**src/rtl/fetch_ctrl.sv**
```systemverilog
// Instruction-fetch control: arbitrates halt/exception/multi-cycle/branch requests
// and drives the PC interface. Optional post-branch bubble via `BRANCH_BUBBLE_EN.
module fetch_ctrl #(
    parameter int TGT_W   = 3,
    parameter int STALL_W = 3
) (
    input  logic               CLK,
    input  logic               Init_n,
    input  logic               start,
    input  logic               br_req,
    input  logic               br_cond,
    input  logic [TGT_W-1:0]   br_tgt,
    input  logic               mc_req,
    input  logic [STALL_W-1:0] mc_cycles,
    input  logic               ovf_pos,
    input  logic               ovf_neg,
    input  logic               halt_req,
    output logic               Branch,
    output logic [TGT_W-1:0]   Target,
    output logic               Stall,
    output logic               done,
    output logic [1:0]         exp_error,
    output logic               squash
);

    localparam logic [2:0] S_IDLE   = 3'd0;
    localparam logic [2:0] S_RUN    = 3'd1;
    localparam logic [2:0] S_STALL  = 3'd2;
    localparam logic [2:0] S_EXC    = 3'd3;
    localparam logic [2:0] S_HALT   = 3'd4;
`ifdef BRANCH_BUBBLE_EN
    localparam logic [2:0] S_BUBBLE = 3'd5;
`endif

    localparam logic [STALL_W-1:0] CNT_ONE = {{(STALL_W-1){1'b0}}, 1'b1};

    logic [2:0]         state, state_nxt;
    logic [STALL_W-1:0] count, count_nxt;
    logic [1:0]         err_q, err_nxt;
    logic               taken;

    always_comb begin
        state_nxt = state;
        count_nxt = count;
        err_nxt   = 2'b00;
        taken     = 1'b0;
        case (state)
            S_IDLE: begin
                if (start) state_nxt = S_RUN;
            end
            S_RUN: begin
                // Fixed priority; anything below the winner is dropped this cycle.
                if (halt_req) begin
                    state_nxt = S_HALT;
                end else if (ovf_pos || ovf_neg) begin
                    state_nxt = S_EXC;
                    err_nxt   = ovf_pos ? 2'b01 : 2'b10;
                end else if (mc_req) begin
                    state_nxt = S_STALL;
                    count_nxt = (mc_cycles == '0) ? CNT_ONE : mc_cycles;
                end else if (br_req && br_cond) begin
                    taken = 1'b1;
`ifdef BRANCH_BUBBLE_EN
                    state_nxt = S_BUBBLE;
`endif
                end
            end
            S_STALL: begin
                count_nxt = count - CNT_ONE;
                if (count <= CNT_ONE) begin
                    count_nxt = '0;
                    state_nxt = S_RUN;
                end
            end
            S_EXC:    state_nxt = S_RUN;
            S_HALT:   state_nxt = S_HALT;
`ifdef BRANCH_BUBBLE_EN
            S_BUBBLE: state_nxt = S_RUN;
`endif
            default:  state_nxt = S_IDLE;
        endcase
    end

    always_ff @(posedge CLK or negedge Init_n) begin
        if (!Init_n) begin
            state <= S_IDLE;
            count <= '0;
            err_q <= 2'b00;
        end else begin
            state <= state_nxt;
            count <= count_nxt;
            err_q <= err_nxt;
        end
    end

    assign Branch    = taken;
    assign Target    = taken ? br_tgt : '0;
    assign done      = (state == S_HALT);
    assign exp_error = err_q;

`ifdef BRANCH_BUBBLE_EN
    assign Stall  = (state == S_IDLE) || (state == S_STALL) || (state == S_BUBBLE);
    assign squash = (state == S_BUBBLE);
`else
    assign Stall  = (state == S_IDLE) || (state == S_STALL);
    assign squash = 1'b0;
`endif

endmodule

```
**config.mk**
```make
export PLATFORM = sky130hd
export DESIGN_NAME = fetch_ctrl
export DESIGN_NICKNAME = d
export VERILOG_FILES = /design/src/rtl/fetch_ctrl.sv
export SDC_FILE = /design/constraint.sdc
export NUM_CORES = 1
export LEC_CHECK = 0
export ABC_AREA = 0
export BUFFER_PORTS_ARGS = -buffer_cell sky130_fd_sc_hd__buf_4
export CORE_AREA = 2 2 39 41
export CTS_CLUSTER_SIZE = 40
export DETAILED_ROUTE_END_ITERATION = 8
export DIE_AREA = 0 0 41 43
export PLACE_DENSITY = 0.68
export SYNTH_ARGS = -nofsm -noshare
export SYNTH_HDL_FRONTEND = slang
export SYNTH_SLANG_ARGS = --single-unit
```
**constraint.sdc**
```tcl
create_clock -name CLK -period 3.1 [get_ports CLK]
set_clock_uncertainty 0.2 [all_clocks]
set_input_delay 0.155 -clock CLK [delete_from_list [all_inputs] [get_ports CLK]]
set_output_delay 0.155 -clock CLK [all_outputs]
set_load 0.01 [all_outputs]
```
==> results.md, run 1 <==
* Post-synth top cells: 8 x dfrtp_1, 4 x inv_1
* Clk buf depth at 2
* Post-route ant nets at 0
* Placed Area at 686.9 um^2
* Cell area after synthesis at 516.7 um^2
* Root Buffer: clkbuf_4
* Post-cts resize count at 0
* HP Start: ovf_neg
* Minimum clock period at 2.086 ns
* Critical Path End: Target[2]
* Area delta synth->final at 50.85%
* Peak fanout along the critical path at 8
* Status: completed
* Fmax at 479.4 MHz
* Worst-path clk slew at 0.06 ns
* Die height at 43 um
* Clk sinks at 8
* Switch Pwr at 0.0001794 W
* Worst r2r src: state[2]
* ANT cells at 0
* Clk_lat worst skew at 0.26 ns
* Worst Setup End Kind: output pin
* Rows at 14
* Initial antenna violation count at 0
* Die Wd at 41 um
* Vias at 504
* Die area at 1763 um^2
* DRT iter0 DRCs at 7
* DRT Pass-1 Iters at 4
* Kind of critical path: flip-flop to output pin
* Total gr overflow at 0
* Setup violations, final at 0
* Seq pwr share at 39.3%
* PwrDens at 632.2 nW/um^2
* Final net count at 100
* Critical path, cell by cell: nor4b_4, and4_4, and2_1, buf_4
* Max-slew violations at 0
* Ys flop type: dfrtp_1
* Post-synth ARST share at 100.0%
* CTS tree: yes
* Vias in the first global route at 488
* Static Leak at 0.3744 nW
* Post-synth top area share at 38.74%
* DRC viols at 0
* Synth area leader: dfrtp_1
* Tcrit/Tclk final at 67.29%
* Maxcap violations at 0
* WP data required at 2.74 ns
* Slowest stage cell, crit path: nor4b_4
* Non-Filler Cell Area, Final at 779.5 um^2
* RSZ-0062 raised after global routing: no
* DR vias/cell at 5.196
* Hold Path Class: input port to flip-flop
* Fillers at 122
* DR WL/cell at 11.70 um
* IO buf count at 22
* Gr usage total at 17.04%
* Final WL at 1135 um
* Layout cell share with drive strength beyond 1 at 40.74%
* Post-CTS setup buffers at 0
* Syn nets at 68
* CP Launch Type: flip-flop
* Critical path startpoint: state[2]
* Avg Inst Size Synth at 10.13 um^2
* DPL Wire Length at 902.8 um
* Cell variety after synth at 27
* Fin. Hold Viols at 0
* Largest cells by area after synthesis: dfrtp_1 39%, ha_1 4.8%, nor4b_4 4.6%
* Register area at 200.2 um^2
* Arrival @ worst endpoint at 1.73 ns
* Net Sw Frac at 36.40%
* H-Tree Level Count at 1
* Total negative setup slack at 0 ns
* Power share of the combinational group at 43.4%
* RR Endpoint: exp_error[1]
* Io pins at 24
* Global-route wire length before repair at 2035 um
* Clock power share at 17.3%
* Std-Cell Core Area at 1384 um^2
* Post-synth EDFFs at 0
* Area used by multi-input combinational logic at 286.5 um^2
* Gp weighted congestion at 0.8020
* Crit-path max cell delay at 0.48 ns
* FF+latch count, synth at 8
* Total CTS buffers at 3
* Most frequent cell after synthesis: dfrtp_1
* Cell Int Power at 0.0003134 W
* Sequential share of the synthesized area at 38.74%
* Initial Util at 37.34%
* Final Util at 56.33%
* Synth Instances at 51
* Largest net degree at the start of global routing at 10
* Worst IR Drop VDD at 0.0002502 V
* Yosys warnings at 0
* Worst r2r path cells at 4
* R2R Setup Slk at 1.03 ns
## worst max-delay path, delay by kind of cell, from the launching register on
kind / cells / cell delay (ns)
simple gates: 3 / 0.92
buf+inv: 1 / 0.12
flops: 1 / 0.44
## flip-flops by register name, summed over array words and instances (netlist names)
signal	count
state	3
exp_error	2
count	3
## how the worst min path moves through the flow
stage | to | slack (ns) | depth (start not counted)
floorplan | count[0] | -0.34 | 0
CTS | state[1] | 0.03 | 3
detailed placement | exp_error[0] | -0.22 | 1
finish | state[1] | 0.03 | 3
global placement | count[1] | -0.22 | 1
global route | state[2] | 0.06 | 2
## through the flow
step           setup slack, ns  hold slack [ns]  power (W)  cells
2_1_floorplan            1.457          -0.3406  0.0003377     51
3_3_place_gp             1.310          -0.2219  0.0004006     87
3_5_place_dp             1.278          -0.2208  0.0004048     87
4_1_cts                 0.9907          0.02952  0.0004950     97
5_1_grt                 0.8155          0.06335  0.0005402     97
6_report                 1.014          0.03292  0.0004928     97
## kinds of logic after synthesis
kind of cell / count (synthesis) / share of synthesized area [%]
muxes: 1 / 2.179
buffers and inverters: 6 / 5.809
DFF: 8 / 38.74
and+or+nand+nor: 22 / 30.02
AOI/OAI and AO/OA: 11 / 17.68
other: 1 / 0.7257
adders and majority gates: 2 / 4.842
## power groups by stage
stage / Combinational [W] / Sequential [W] / Clock [W]
finish: 0.000214 / 0.000194 / 0.0000850
global route: 0.000244 / 0.000205 / 0.0000919
CTS: 0.000216 / 0.000195 / 0.0000841
detailed placement: 0.000208 / 0.000197 / 0
global placement: 0.000206 / 0.000194 / 0
floorplan: 0.000160 / 0.000178 / 0
## per-layer routing
metal / global-route usage [%] / vias up / share of wire (%)
li1: - / 244 / -
met4: 10.00 / 0 / 2.1
met5: 0 / - / 0
met3: 3.665 / 3 / 11
met2: 25.94 / 26 / 47
met1: 20.93 / 231 / 40
## what timing repair did
action / in CTS / in global routing
endpoints found under the setup margin: 0 / 0
hold endpoints to repair: 14 / 0
hold buffers: 7 / 0
## area by class of cell
| type | instances | area share (%) |
|---|---|---|
| Tap cell | 16 | 2.568 |
| Multi-Input combinational cell | 37 | 36.76 |
| Sequential cell | 8 | 25.68 |
| Clock buffer | 3 | 2.889 |
| Inverter | 4 | 1.926 |
| Timing Repair Buffer | 29 | 30.18 |
## cell usage in the layout (no fill, tap or decap), types with 2 or more instances in the layout
cell type / Yosys / routed
dlygate4sd3_1: 0 / 7
and2_1: 3 / 3
nor3_1: 2 / 2
and2_2: 2 / 2
clkbuf_4: 0 / 3
o21ba_2: 2 / 2
o221ai_1: 2 / 2
nand2_1: 3 / 3
nor3b_1: 3 / 3
ha_1: 2 / 2
dfrtp_1: 8 / 8
inv_1: 4 / 4
nor2_1: 3 / 3
buf_4: 2 / 22
Power figures use the tool's default switching activity.
==> run 2: changes to the inputs <==
Settings changed: CORE_AREA 2 2 39 41 to not set, CORE_UTILIZATION set to 39, DIE_AREA 0 0 41 43 to not set, PLACE_DENSITY 0.68 to 0.71.
Clock period 3.1 ns to 1.7 ns, I/O delays scaled along.
==> results.md, run 2 (synthesized netlist as in run 1, its figures left out) <==
* Gp weighted congestion at 0.8776 (+9.4%)
* Clk buf depth at 2 (unchanged)
* Initial Util at 44.12% (+6.8 points)
* Area delta synth->final at 60.29%
* H-Tree Level Count at 1 (unchanged)
* Fmax at 577.8 MHz
* ANT cells at 0 (unchanged)
* DRT iter0 DRCs at 14 (+7)
* DPL Wire Length at 912.3 um (+1.1%)
* Total gr overflow at 0 (unchanged)
* Worst r2r path cells at 4 (unchanged)
* Die area at 1475 um^2 (-16%)
* IO buf count at 22 (unchanged)
* Std-Cell Core Area at 1171 um^2 (-15%)
* Static Leak at 0.4006 nW (+7.0%)
* Arrival @ worst endpoint at 1.45 ns (-0.28 ns)
* CP Launch Type: flip-flop
* Root Buffer: clkbuf_4
* Max-slew violations at 0 (unchanged)
* RSZ-0062 raised after global routing: yes
* Kind of critical path: flip-flop to output pin
* Rows at 12 (-2)
* Hold Path Class: input port to flip-flop
* Worst-path clk slew at 0.04 ns (-0.02 ns)
* Failing checks: setup timing
* Pre-CTS WS at 0.05830 ns (-1.220 ns)
* PwrDens at 1173 nW/um^2 (+85%)
* Largest net degree at the start of global routing at 9 (-1)
* WHS Path Cells at 4 (+1)
* Clk sinks at 8 (unchanged)
* Total CTS buffers at 3 (unchanged)
* Vias at 531 (+5.4%)
* R2R Setup Slk at 0.08 ns (-0.95 ns)
* Final WS setup at -0.03056 ns (-1.045 ns)
* WP data required at 1.41 ns (-1.33 ns)
* Vias in the first global route at 470 (-3.7%)
* Final Util at 70.73% (+14 points)
* Fin. Hold Viols at 0 (unchanged)
* Clk_lat worst skew at 0.26 ns (about the same)
* Crit-path max cell delay at 0.42 ns (-0.06 ns)
* Initial antenna violation count at 0 (unchanged)
* Most frequent cells in the layout: 25 x buf_4, 7 x dfrtp_1, 7 x dlygate4sd3_1, 4 x inv_1
* DRC viols at 0 (unchanged)
* Die Wd at 38.40 um (-6.3%)
* CTS tree: yes
* Io pins at 24 (unchanged)
* Worst IR Drop VDD at 0.0007529 V (+200%)
* DR WL/cell at 13.68 um (+17%)
* Final WL at 1368 um (+21%)
* DRT Pass-1 Iters at 4 (unchanged)
* Peak fanout along the critical path at 4 (-4)
* Tcrit/Tclk final at 101.8%
* Post-route ant nets at 0 (unchanged)
* Worst Setup End Kind: output pin
* Die height at 38.40 um (-11%)
* Slowest stage cell, crit path: dfrtp_2
* Minimum clock period at 1.731 ns
* Gr usage total at 22.40% (+5.4 points)
* DR vias/cell at 5.310 (+2.2%)
* Critical path buffers and inverters at 1 (unchanged)
* Final net count at 105 (+5.0%)
* Critical path depth in cells at 4 (unchanged)
* Worst Hold Endpoint: state[2]
* Status: finished, violations left
* Global-route wire length before repair at 2056 um (+1.0%)
* Maxcap violations at 0 (unchanged)
* HP Start: halt_req
* Setup violations, final at 3 (+3)
* Layout cell share with drive strength beyond 1 at 47.67% (+6.9 points)
* Leading cell type in the layout, fill and taps excluded: buf_4
* Worst r2r src: state[1]
* CP top delay family: simple AND/OR/NAND/NOR gates
* RR Endpoint: count[2]
* Critical path, cell by cell: nor4b_4, and4_4, and2_4, buf_6
## run 2: cell types whose count changed in the layout (fill, tap and decap cells not counted), sizes merged
cell  before  now
buf       22   27
## run 2: how the worst max path moves through the flow
stage / from / end / slack (ns)
floorplan: state[2] / Target[0] / 0.13
global placement: state[2] / Target[1] / 0.06
detailed placement: state[2] / Target[1] / 0.06
CTS: state[1] / Target[1] / -0.02
global route: state[1] / Target[0] / -0.1
finish: state[1] / Target[1] / -0.03
## run 2: power breakdown
group	switching (W)	internal, W
registers	0.0000754	0.000265
logic	0.000209	0.000279
clock network	0.0000622	0.0000806
total	0.000347	0.000625
## run 2: routing by layer
layer  vias to the layer above  share of wire (%)  wire, um  track usage, %
met5                         -                  0         0               0
met4                         0                1.5        20           7.759
met2                        32                 53       721           39.83
met3                         5                6.8        93           10.47
li1                        253                  -         -               -
met1                       241                 39       533           22.71
## run 2: worst reg2reg max path: stages (launching register included)
cell     delay [ns]
dfrtp_2        0.38
buf_4          0.13
nor3b_1        0.31
a22oi_1        0.14
a221o_1        0.33
## run 2: through the flow
| step | hold WS (ns) | total power (W) | TNS, ns | cells | instance area, um^2 |
|---|---|---|---|---|---|
| 2_1_floorplan | -0.4106 | 0.0006157 | 0 | 51 | 516.7 |
| 3_3_place_gp | -0.2940 | 0.0007709 | 0 | 88 | 706.9 |
| 3_5_place_dp | -0.2929 | 0.0007794 | 0 | 88 | 706.9 |
| 4_1_cts | 0.008641 | 0.0009720 | -0.06229 | 100 | 828.3 |
| 5_1_grt | 0.01396 | 0.001042 | -0.3114 | 100 | 828.3 |
| 6_report | 0.01803 | 0.0009713 | -0.07035 | 100 | 828.3 |
## run 2: what timing repair did
| item | in CTS | in global routing |
|---|---|---|
| resized for setup | 5 | 0 |
| hold buffers | 7 | 0 |
| setup buffers | 2 | 0 |
| hold endpoints to repair | 13 | 0 |
| endpoints found under the setup margin | 4 | 5 |
| pin swaps | 5 | 0 |
## run 2: final cells by class
| class | instances | area, um^2 |
|---|---|---|
| timing repair buffer | 34 | 280.3 |
| fill | 87 | 342.8 |
| inverter | 4 | 15.01 |
| sequential | 8 | 201.4 |
| clock buffer | 3 | 22.52 |
| multi-input combinational | 37 | 291.5 |
| tap | 14 | 17.52 |
==> run 3: changes to the inputs <==
Settings changed: ABC_AREA 0 to 1, CORE_UTILIZATION 39 to 40, SETUP_SLACK_MARGIN set to 0.3.
==> results.md, run 3 <==
* Status: finished, violations left
* Failing checks: hold timing
* Gr usage total at 25.14% (+2.7 points)
* Final WL at 1865 um (+36%)
* Syn nets at 107 (+57%)
* Worst IR Drop VDD at 0.0009305 V (+24%)
* Initial antenna violation count at 0 (unchanged)
* Maxcap violations at 0 (unchanged)
* Pre-CTS WS at 0.2296 ns (+0.1713 ns)
* Tcrit/Tclk final at 97.61% (-4.2 points)
* Layout cell share with drive strength beyond 1 at 46.32% (-1.4 points)
* Largest cells by area after synthesis: dfrtp_1 33%, nand2_1 16%, inv_1 11%
* Post-route ant nets at 0 (unchanged)
* DR vias/cell at 4.874 (-8.2%)
* Die Wd at 40.67 um (+5.9%)
* Die height at 40.67 um (+5.9%)
* Final net count at 155 (+48%)
* Post-synth top cells: 26 x nand2_1, 17 x inv_1, 10 x nor2_1
* Minimum clock period at 1.659 ns (-0.07118 ns)
* Most frequent cell after synthesis: nand2_1
* Final Util at 78.31% (+7.6 points)
* Die area at 1654 um^2 (+12%)
* PwrDens at 1510 nW/um^2 (+29%)
* Post-synth ARST share at 100.0% (unchanged)
* Post-synth top area share at 33.47% (-5.3 points)
* RSZ-0062 raised after global routing: yes
* Setup violations, final at 0 (-3)
* Area delta synth->final at 76.78%
* Sequential share of the synthesized area at 33.47% (-5.3 points)
* Leading cell type in the layout, fill and taps excluded: buf_4
* Clk sinks at 8 (unchanged)
* Cell area after synthesis at 598.1 um^2 (+16%)
* Global-route wire length before repair at 2718 um (+32%)
* DR WL/cell at 12.35 um (-9.7%)
* Most frequent cells in the layout: 33 x buf_4, 20 x nand2_1, 16 x inv_1, 8 x nor2_1, 8 x dlygate4sd3_1
* Avg Inst Size Synth at 6.645 um^2 (-34%)
* Arrival @ worst endpoint at 1.63 ns (+0.18 ns)
* Worst r2r src: state[0]
* RR Endpoint: count[2]
* Worst hold slack at -0.009049 ns (-0.02707 ns)
* DRC viols at 0 (unchanged)
* FF+latch count, synth at 8 (unchanged)
* Fmax at 602.6 MHz (+4.3%)
* Hold Path Class: input port to asynchronous set/reset pin
* DRT Pass-1 Iters at 5 (+1)
* Synth Instances at 90 (+76%)
* ANT cells at 0 (unchanged)
* Worst Setup End Kind: flip-flop
* Yosys warnings at 0 (unchanged)
* Post-synth EDFFs at 0 (unchanged)
* Root Buffer: clkbuf_4
* R2R Setup Slk at 0.04 ns (-0.04 ns)
* Std-Cell Core Area at 1350 um^2 (+15%)
* Peak fanout along the critical path at 4 (unchanged)
* Cell variety after synth at 23 (-15%)
* Io pins at 24 (unchanged)
* IO buf count at 22 (unchanged)
* Worst r2r path cells at 9 (+5)
* Clk_lat worst skew at 0.25 ns (about the same)
* Fillers at 96 (+10%)
* Final WS setup at 0.04062 ns (+0.07118 ns)
* CTS tree: yes
* Vias at 736 (+39%)
* Total CTS buffers at 3 (unchanged)
* Gp weighted congestion at 0.8409 (-4.2%)
* CP Launch Type: flip-flop
* Total gr overflow at 0 (unchanged)
* Static Leak at 0.6133 nW (+53%)
* Largest net degree at the start of global routing at 9 (unchanged)
* Final cell count without fillers at 151 (+51%)
* Worst-path clk slew at 0.06 ns (+0.02 ns)
* Register area at 201.4 um^2 (unchanged)
* H-Tree Level Count at 1 (unchanged)
* Synth area leader: dfrtp_1
* Post-Place Cells at 126 (+43%)
* Area used by multi-input combinational logic at 369.1 um^2 (+27%)
* DRT iter0 DRCs at 17 (+3)
* DPL Wire Length at 1008 um (+11%)
* Ys flop type: dfrtp_1
* Vias in the first global route at 679 (+44%)
* WP data required at 1.67 ns (+0.26 ns)
* Fin. Hold Viols at 8 (+8)
* Max-slew violations at 0 (unchanged)
* Clk buf depth at 2 (unchanged)
* Initial Util at 44.30% (+0.18 points)
* Kind of critical path: flip-flop to flip-flop
* Rows at 13 (+1)
[run 3: repair_timing]
action | 4_1_cts | 5_1_grt
setup endpoints to repair | 9 | 21
gates resized for setup | 9 | 15
hold buffers | 9 | 0
pin swaps | 10 | 8
cloned | 0 | 0
endpoints found under the hold margin | 15 | 0
buffers inserted | 12 | 2
[run 3: worst max-delay path by stage]
stage          depth (start not counted)      from   endpoint  slack, ns
5_1_grt                                8  state[1]  Target[0]      -0.03
6_report                               9  state[0]   count[2]       0.04
2_1_floorplan                          7  state[1]  Target[0]       0.35
3_3_place_gp                           6  state[2]  Target[1]       0.25
3_5_place_dp                           8  state[1]  Target[2]       0.23
4_1_cts                                8  state[1]  Target[2]      0.008
[run 3: worst max-delay path: stages, from the launching register on]
cell and delay [ns]:
dfrtp_1 0.41, buf_4 0.17, nor3_4 0.22, inv_2 0.07
buf_4 0.14, nand2_2 0.08, nand2_4 0.07, inv_4 0.07
nand2_1 0.06, nand2_1 0.10
[run 3: cell type report]
type,count,share of cell area [%]
clock buffers,3,2.130
inverters,21,7.929
multi-input cells,60,34.91
flip-flops and latches,8,19.05
well taps,15,1.775
repair buffers,44,34.20
[run 3: kinds of logic after synthesis]
kind of cell / count (synthesis) / synth area share, %
and+or+nand+nor: 51 / 40.80
buffers and inverters: 22 / 14.64
DFF: 8 / 33.47
AOI/OAI and AO/OA: 5 / 4.810
adders and majority gates: 2 / 4.183
xor gates and xnor gates: 1 / 1.465
other: 1 / 0.6270
[run 3: power breakdown]
group          internal, W  total (W)  switching, W
clock network    0.0000806   0.000143     0.0000620
logic             0.000518    0.00112      0.000602
registers         0.000270   0.000333     0.0000630
total             0.000869    0.00160      0.000727
[run 3: metrics by stage]
step                      cell area [um^2]  setup TNS (ns)  power (W)
after floorplan                      598.1               0  0.0007900
after global placement               774.5               0  0.0009478
after detailed placement             774.5               0  0.0009633
after CTS                             1001               0   0.001370
after global routing                  1057         -0.1182   0.001709
final                                 1057               0   0.001596
[run 3: per-layer routing]
| metal | track usage, % | up-vias | part of all wire [%] |
|---|---|---|---|
| met3 | 1.630 | 4 | 6.1 |
| li1 | - | 363 | - |
| met4 | 11.67 | 0 | 1.9 |
| met5 | 0 | - | 0 |
| met1 | 28.38 | 328 | 40 |
| met2 | 47.22 | 41 | 52 |
